### src/rtl/ttt_pkg.sv
// rtl/ttt_pkg.sv - shared widths, FSM states and LFSR helper for the tic-tac-toe policy block
package ttt_pkg;

  localparam int Q_W   = 18;
  localparam int N_ACT = 9;
  localparam int S_W   = 15;

  localparam logic [3:0] NO_MOVE_IDX = 4'hF;
  localparam logic [7:0] LFSR_SEED   = 8'hA5;
  // Right-shift Galois taps for x^8+x^6+x^5+x^4+1
  localparam logic [7:0] LFSR_TAPS   = 8'hB8;

  typedef enum logic [2:0] {
    ST_IDLE,
    ST_READ,
    ST_DRAIN,
    ST_DECIDE,
    ST_OUT
  } state_e;

  function automatic logic [7:0] lfsr_step(input logic [7:0] s);
    return {1'b0, s[7:1]} ^ (s[0] ? LFSR_TAPS : 8'h00);
  endfunction

endpackage

### src/rtl/legal_pick.sv
// rtl/legal_pick.sv - first unoccupied cell at or after a start index, wrapping 8 -> 0
module legal_pick
  import ttt_pkg::*;
(
  input  logic [8:0] mask_i,
  input  logic [3:0] start_i,
  output logic [3:0] idx_o
);

  logic [4:0] pos;
  logic       found;

  always_comb begin
    idx_o = NO_MOVE_IDX;
    found = 1'b0;
    pos   = 5'd0;
    for (int i = 0; i < 9; i++) begin
      pos = 5'(start_i) + 5'(i);
      if (pos >= 5'd9) pos = pos - 5'd9;
      if (!found && !mask_i[pos]) begin
        idx_o = pos[3:0];
        found = 1'b1;
      end
    end
  end

endmodule

### src/rtl/policy_ctrl.sv
// rtl/policy_ctrl.sv - epsilon-greedy action selector over one Q-table row
module policy_ctrl #(
  parameter int Q_W   = ttt_pkg::Q_W,
  parameter int N_ACT = ttt_pkg::N_ACT,
  parameter int S_W   = ttt_pkg::S_W
) (
  input  logic           clk,
  input  logic           rst,
  input  logic           start,
  input  logic [S_W-1:0] state_idx,
  input  logic [8:0]     board_occ,
  input  logic           explore_en,
  input  logic [7:0]     eps_thr,
  output logic           q_rd_en,
  output logic [S_W-1:0] q_rd_state,
  output logic [3:0]     q_rd_act,
  input  logic [Q_W-1:0] q_rd_data,
  output logic           act_valid,
  input  logic           act_ready,
  output logic [3:0]     act_index,
  output logic [Q_W-1:0] act_q,
  output logic           act_explored,
  output logic           no_move,
  output logic           busy
);
  import ttt_pkg::*;

  localparam logic [3:0] LAST_ACT = 4'(N_ACT - 1);

  state_e         state_q;
  logic [7:0]     lfsr_q, lfsr_d;
  logic [8:0]     occ_q;
  logic           exp_en_q;
  logic [7:0]     eps_q;

  logic           q_rd_en_q;
  logic [S_W-1:0] q_rd_state_q;
  logic [3:0]     q_rd_act_q;
  logic           rd_vld_q;
  logic [3:0]     rd_idx_q;

  logic [Q_W-1:0] qbuf_q [N_ACT];
  logic           best_vld_q;
  logic [3:0]     best_idx_q;
  logic [Q_W-1:0] best_val_q;

  logic           act_valid_q;
  logic [3:0]     act_index_q;
  logic [Q_W-1:0] act_q_q;
  logic           act_explored_q;
  logic           no_move_q;

  logic [3:0]     pick_start;
  logic [3:0]     pick_idx;
  logic           explore;

  assign lfsr_d     = lfsr_step(lfsr_q);
  assign pick_start = (lfsr_q[3:0] >= 4'd9) ? (lfsr_q[3:0] - 4'd9) : lfsr_q[3:0];
  assign explore    = exp_en_q && (lfsr_q < eps_q);

  legal_pick u_pick (
    .mask_i  (occ_q),
    .start_i (pick_start),
    .idx_o   (pick_idx)
  );

  always_ff @(posedge clk) begin
    if (rst) begin
      state_q        <= ST_IDLE;
      lfsr_q         <= LFSR_SEED;
      occ_q          <= '0;
      exp_en_q       <= 1'b0;
      eps_q          <= '0;
      q_rd_en_q      <= 1'b0;
      q_rd_state_q   <= '0;
      q_rd_act_q     <= '0;
      rd_vld_q       <= 1'b0;
      rd_idx_q       <= '0;
      best_vld_q     <= 1'b0;
      best_idx_q     <= NO_MOVE_IDX;
      best_val_q     <= '0;
      act_valid_q    <= 1'b0;
      act_index_q    <= NO_MOVE_IDX;
      act_q_q        <= '0;
      act_explored_q <= 1'b0;
      no_move_q      <= 1'b0;
    end else begin
      lfsr_q   <= lfsr_d;
      rd_vld_q <= q_rd_en_q;
      rd_idx_q <= q_rd_act_q;

      // Read data lags the strobe by one cycle; first legal value seeds the max
      if (rd_vld_q) begin
        qbuf_q[rd_idx_q] <= q_rd_data;
        if (!occ_q[rd_idx_q] &&
            (!best_vld_q || ($signed(q_rd_data) > $signed(best_val_q)))) begin
          best_vld_q <= 1'b1;
          best_idx_q <= rd_idx_q;
          best_val_q <= q_rd_data;
        end
      end

      case (state_q)
        ST_IDLE: begin
          if (start) begin
            if (board_occ == 9'h1FF) begin
              act_valid_q    <= 1'b1;
              no_move_q      <= 1'b1;
              act_index_q    <= NO_MOVE_IDX;
              act_q_q        <= '0;
              act_explored_q <= 1'b0;
              state_q        <= ST_OUT;
            end else begin
              occ_q        <= board_occ;
              exp_en_q     <= explore_en;
              eps_q        <= eps_thr;
              q_rd_state_q <= state_idx;
              q_rd_act_q   <= '0;
              q_rd_en_q    <= 1'b1;
              best_vld_q   <= 1'b0;
              state_q      <= ST_READ;
            end
          end
        end
        ST_READ: begin
          if (q_rd_act_q == LAST_ACT) begin
            q_rd_en_q <= 1'b0;
            state_q   <= ST_DRAIN;
          end else begin
            q_rd_act_q <= q_rd_act_q + 4'd1;
          end
        end
        ST_DRAIN: begin
          state_q <= ST_DECIDE;
        end
        ST_DECIDE: begin
          if (explore) begin
            act_index_q    <= pick_idx;
            act_q_q        <= qbuf_q[pick_idx];
            act_explored_q <= 1'b1;
          end else begin
            act_index_q    <= best_idx_q;
            act_q_q        <= best_val_q;
            act_explored_q <= 1'b0;
          end
          no_move_q   <= 1'b0;
          act_valid_q <= 1'b1;
          state_q     <= ST_OUT;
        end
        ST_OUT: begin
          if (act_ready) begin
            act_valid_q <= 1'b0;
            state_q     <= ST_IDLE;
          end
        end
        default: state_q <= ST_IDLE;
      endcase
    end
  end

  assign q_rd_en      = q_rd_en_q;
  assign q_rd_state   = q_rd_state_q;
  assign q_rd_act     = q_rd_act_q;
  assign act_valid    = act_valid_q;
  assign act_index    = act_index_q;
  assign act_q        = act_q_q;
  assign act_explored = act_explored_q;
  assign no_move      = no_move_q;
  assign busy         = (state_q != ST_IDLE);

endmodule

### config.mk
export PLATFORM = sky130hd
export DESIGN_NAME = policy_ctrl
export DESIGN_NICKNAME = d
export VERILOG_FILES = /design/src/rtl/ttt_pkg.sv /design/src/rtl/legal_pick.sv /design/src/rtl/policy_ctrl.sv
export SDC_FILE = /design/constraint.sdc
export NUM_CORES = 1
export LEC_CHECK = 0
export CAP_MARGIN = 10
export CORE_ASPECT_RATIO = 1.5
export CORE_MARGIN = 5
export CORE_UTILIZATION = 46
export DETAILED_ROUTE_END_ITERATION = 8
export REMOVE_ABC_BUFFERS = 1
export SYNTH_ARGS = -nofsm -noshare
export SYNTH_HDL_FRONTEND = slang
export SYNTH_SLANG_ARGS = --single-unit
### constraint.sdc
create_clock -name clk -period 12 [get_ports clk]
set_clock_uncertainty 0.15 [all_clocks]
set_input_delay 2.4 -clock clk [delete_from_list [all_inputs] [get_ports clk]]
set_output_delay 2.4 -clock clk [all_outputs]
set_load 0.005 [all_outputs]
==> out/summary.log <==
[synth] number of cells produced by synthesis 1,520
[synth] post-synthesis register bit count 264
[sta] Worst-Margin Slew 1220 ps
[setup_path] data required time at the worst endpoint 12,270 ps
[setup_path] CP Class reg2reg
[layout] growth of design area from synthesis to finish 15.0%
[synth] proportion of register bits with asynchronous set or reset after synthesis 0%
[synth] fraction of the mapped netlist area in compound gates 21.5%
[die] Core Rows 81
[power] leakage power of the design 6.06 nW
[die] initial core utilization 46.5%
[detailed_routing] DR vias 12,616
[layout] net total in the final layout 1,678
[die] die width 158 um
[detailed_routing] number of nets with antenna violations after routing 0
[synth] most used flip-flop cell after synthesis sky130_fd_sc_hd__edfxtp_1
[synth] adder and majority gate portion of the synthesized area 3.81%
[clocking] # H-tree levels 1
[clocking] clock slew at reported path FFs 70 ps
[grt] number of antenna violations at the first check in global routing 1
[synth] Synth area leader sky130_fd_sc_hd__edfxtp_1
[setup_path] category of the worst setup path launch point register
[placed_design] number of port buffers 100
[clocking] clock latency on the worst-skew pair 570 ps
[synth] sequential-to-total area share from yosys stat 45.7%
[grt] GR Util All Layers 26.0%
[clocking] clk sinks 264
[synth] cells taking the most area after synthesis sky130_fd_sc_hd__edfxtp_1, sky130_fd_sc_hd__dfxtp_1, sky130_fd_sc_hd__mux2i_1, sky130_fd_sc_hd__nand2_1, sky130_fd_sc_hd__ha_1
[synth] Syn. warnings 0
[clocking] buffers inserted during post-CTS setup optimization 0
[sta] unrepaired setup endpoints after global routing false
[die] Top-Level Pins 101
[sta] worst hold slack 305 ps
[layout] most used cells in the layout excluding fill and tap cells sky130_fd_sc_hd__nand2_1, sky130_fd_sc_hd__edfxtp_1, sky130_fd_sc_hd__dfxtp_1
[layout] share of final-layout standard cells stronger than drive strength 1 9.83%
[grt] global-route wire length before repair 73,500 um
[synth] post-synthesis area per instance 9.95 um2
[placed_design] final estimated routing congestion in global placement 0.984
[placed_design] estimated wirelength of the detail-placed design 34,200 um
[layout] total of fill cells in the finished design 2,987
[sta] final number of setup-violating endpoints 0
[placed_design] Placed Cells incl. Taps 1,964
[layout] final design instance area without fill 17,400 um2
[synth] count of cell types in the netlist 106
[grt] total grt overflow 0
[detailed_routing] total wire length 48,900 um
[synth] simple-gate area share of the yosys netlist 17.0%
[clocking] TritonCTS Buffers 26
[power] PD cells 160 nW/um2
[run] Max Cap Violations 0
[sta] final count of pins violating max slew 0
[synth] area share of the largest cell type after synthesis 32.2%
[setup_path] Worst Path Max Fanout 45
[sta] Final Cycle Share 72.2%
[sta] clock period minus final worst setup slack 8660 ps
[grt] number of global-route vias before repair 12,359
[clocking] clock tree from TritonCTS yes
[detailed_routing] number of iterations in the first detailed-routing pass 8
[sta] final-report hold violation count 0
[detailed_routing] routed vias/inst 6.27
[clocking] Resized cells post-CTS 0
[grt] largest net degree at the start of global routing 69
[sta] highest clock rate 0.115 GHz
[synth] xor and xnor fraction of the mapped netlist area 1.04%
[setup_path] arrival time reported for the critical path endpoint 8940 ps
[placed_design] placed cell area 16,500 um2
[status] outcome completed
[synth] number of enable flip-flop cells after synthesis 162
[sta] Total Neg Setup Slack 0 ps
[synth] combinational family with the most area after synthesis compound AO/OA/AOI/OAI gates
[synth] post-synthesis instance area 15,100 um2
[die] standard cell core area 32,500 um2
[detailed_routing] Routed WL per cell 24.3 um
[layout] most frequent standard cell in the layout excluding fill and tap cells sky130_fd_sc_hd__nand2_1
[layout] Cell Count, Final, Fillers Out 2,013
[detailed_routing] Starting DRT DRC Count 1,005
[clocking] clk root buf sky130_fd_sc_hd__clkbuf_16
[clocking] number of hold buffers added after CTS 0
[detailed_routing] total DRC errors in the routed layout 0
[sta] relative slew slack 17.5%
[die] overall die area 36,700 um2
[synth] share of cell area taken by muxes after synthesis 6.44%
[die] die height 232 um
[hold_path] hold crit path type reg2reg
[clocking] number of buffers on the longest clock path 3
[power] peak supply drop 0.129 mV
[setup_path] Worst Setup End Kind register
## synthesized netlist by cell type (28+ instances only)
library cell / count
sky130_fd_sc_hd__a21oi_1: 97
sky130_fd_sc_hd__clkbuf_1: 60
sky130_fd_sc_hd__nor2_1: 94
sky130_fd_sc_hd__nor3_1: 29
sky130_fd_sc_hd__edfxtp_1: 162
sky130_fd_sc_hd__inv_1: 53
sky130_fd_sc_hd__dfxtp_1: 102
sky130_fd_sc_hd__mux2i_1: 80
sky130_fd_sc_hd__ha_1: 46
sky130_fd_sc_hd__nand2_1: 178
sky130_fd_sc_hd__o21ai_0: 54
sky130_fd_sc_hd__nand3_1: 46
sky130_fd_sc_hd__buf_2: 28
## power breakdown
group / total (mW) / leakage, nW / internal (mW) / switching, mW
Sequential: 1.00 / 2.29 / 0.978 / 0.0218
Clock: 0.839 / 0.437 / 0.489 / 0.350
Combinational: 0.949 / 3.33 / 0.337 / 0.611
Total: 2.79 / 6.06 / 1.80 / 0.983
## registers in the layout (all words and copies together) (netlist names), 8 cells and up
| register | cells |
|---|---|
| occ_q | 9 |
| lfsr_q | 8 |
| q_rd_state | 15 |
| act_q | 18 |
| best_val_q | 18 |
| eps_q | 8 |
| qbuf_q | 162 |
## cells by family after synthesis
logic type / after synthesis
AO/OA/AOI/OAI: 432
AND/OR/NAND/NOR: 510
XOR/XNOR: 18
buffers and inverters: 158
flip-flops: 264
multiplexers: 92
adder cells (fa/ha/maj): 46
## stage by stage
stage / total power, mW / worst slack (ps) / util [%]
after floorplan: 1.64 / 4040 / -
after global placement: 1.95 / 3840 / 50.7
after detailed placement: 1.95 / 3550 / 50.7
after CTS: 2.79 / 3470 / 53.4
after global routing: 2.91 / 2800 / 53.4
final: 2.79 / 3340 / 53.4
## worst max-delay path, cell delays in order, from the launching register on
cell and delay (ps):
sky130_fd_sc_hd__dfxtp_1 550, sky130_fd_sc_hd__inv_1 170, sky130_fd_sc_hd__ha_1 390, sky130_fd_sc_hd__nor3b_2 600, sky130_fd_sc_hd__o221ai_4 150, sky130_fd_sc_hd__buf_4 320, sky130_fd_sc_hd__inv_2 480, sky130_fd_sc_hd__buf_4 380
sky130_fd_sc_hd__ha_1 340, sky130_fd_sc_hd__inv_1 170, sky130_fd_sc_hd__nand3_1 290, sky130_fd_sc_hd__nand2_1 310, sky130_fd_sc_hd__a211oi_1 570, sky130_fd_sc_hd__o21ai_0 220, sky130_fd_sc_hd__a21oi_1 190, sky130_fd_sc_hd__nor4_1 100
sky130_fd_sc_hd__o311ai_0 610, sky130_fd_sc_hd__a32oi_1 200, sky130_fd_sc_hd__o22ai_1 220, sky130_fd_sc_hd__a31oi_2 60, sky130_fd_sc_hd__buf_4 240, sky130_fd_sc_hd__nor2_1 340, sky130_fd_sc_hd__buf_4 300, sky130_fd_sc_hd__nand3_2 460
sky130_fd_sc_hd__o22a_1 380, sky130_fd_sc_hd__a311oi_1 300
## per-layer routing
layer / vias to the layer above / GRT usage, % / wire length, um
met5: - / 0 / 0
met2: 421 / 48.5 / 26000
met1: 6178 / 28.6 / 17900
met3: 140 / 2.76 / 2070
met4: 0 / 13.7 / 2930
li1: 5877 / - / -
## area by class of cell
class                   count  area [um2]  area share [%]
clock inverters            16         180            1.04
multi-input cells        1098        7620            43.8
clock buffers              32         713            4.10
flip-flops and latches    264        6910            39.7
diodes                      1        2.50          0.0144
inverters                  55         206            1.19
well taps                 415         519            2.99
repair buffers            132        1240            7.13
## path summary, 6_finish.rpt
kind                                                    to  cells after the start  slack [ps]                       start
worst min register to register  q_rd_state[4]$_SDFFE_PP0P_                      2         310  q_rd_state[4]$_SDFFE_PP0P_
worst max-delay path                 act_q[0]$_SDFFE_PP0P_                     25        3340        lfsr_q[0]$_SDFF_PP1_
worst max register to register       act_q[0]$_SDFFE_PP0P_                     25        3340        lfsr_q[0]$_SDFF_PP1_
worst min-delay path            q_rd_state[4]$_SDFFE_PP0P_                      2         310  q_rd_state[4]$_SDFFE_PP0P_
(Power assumes the default switching activity.)
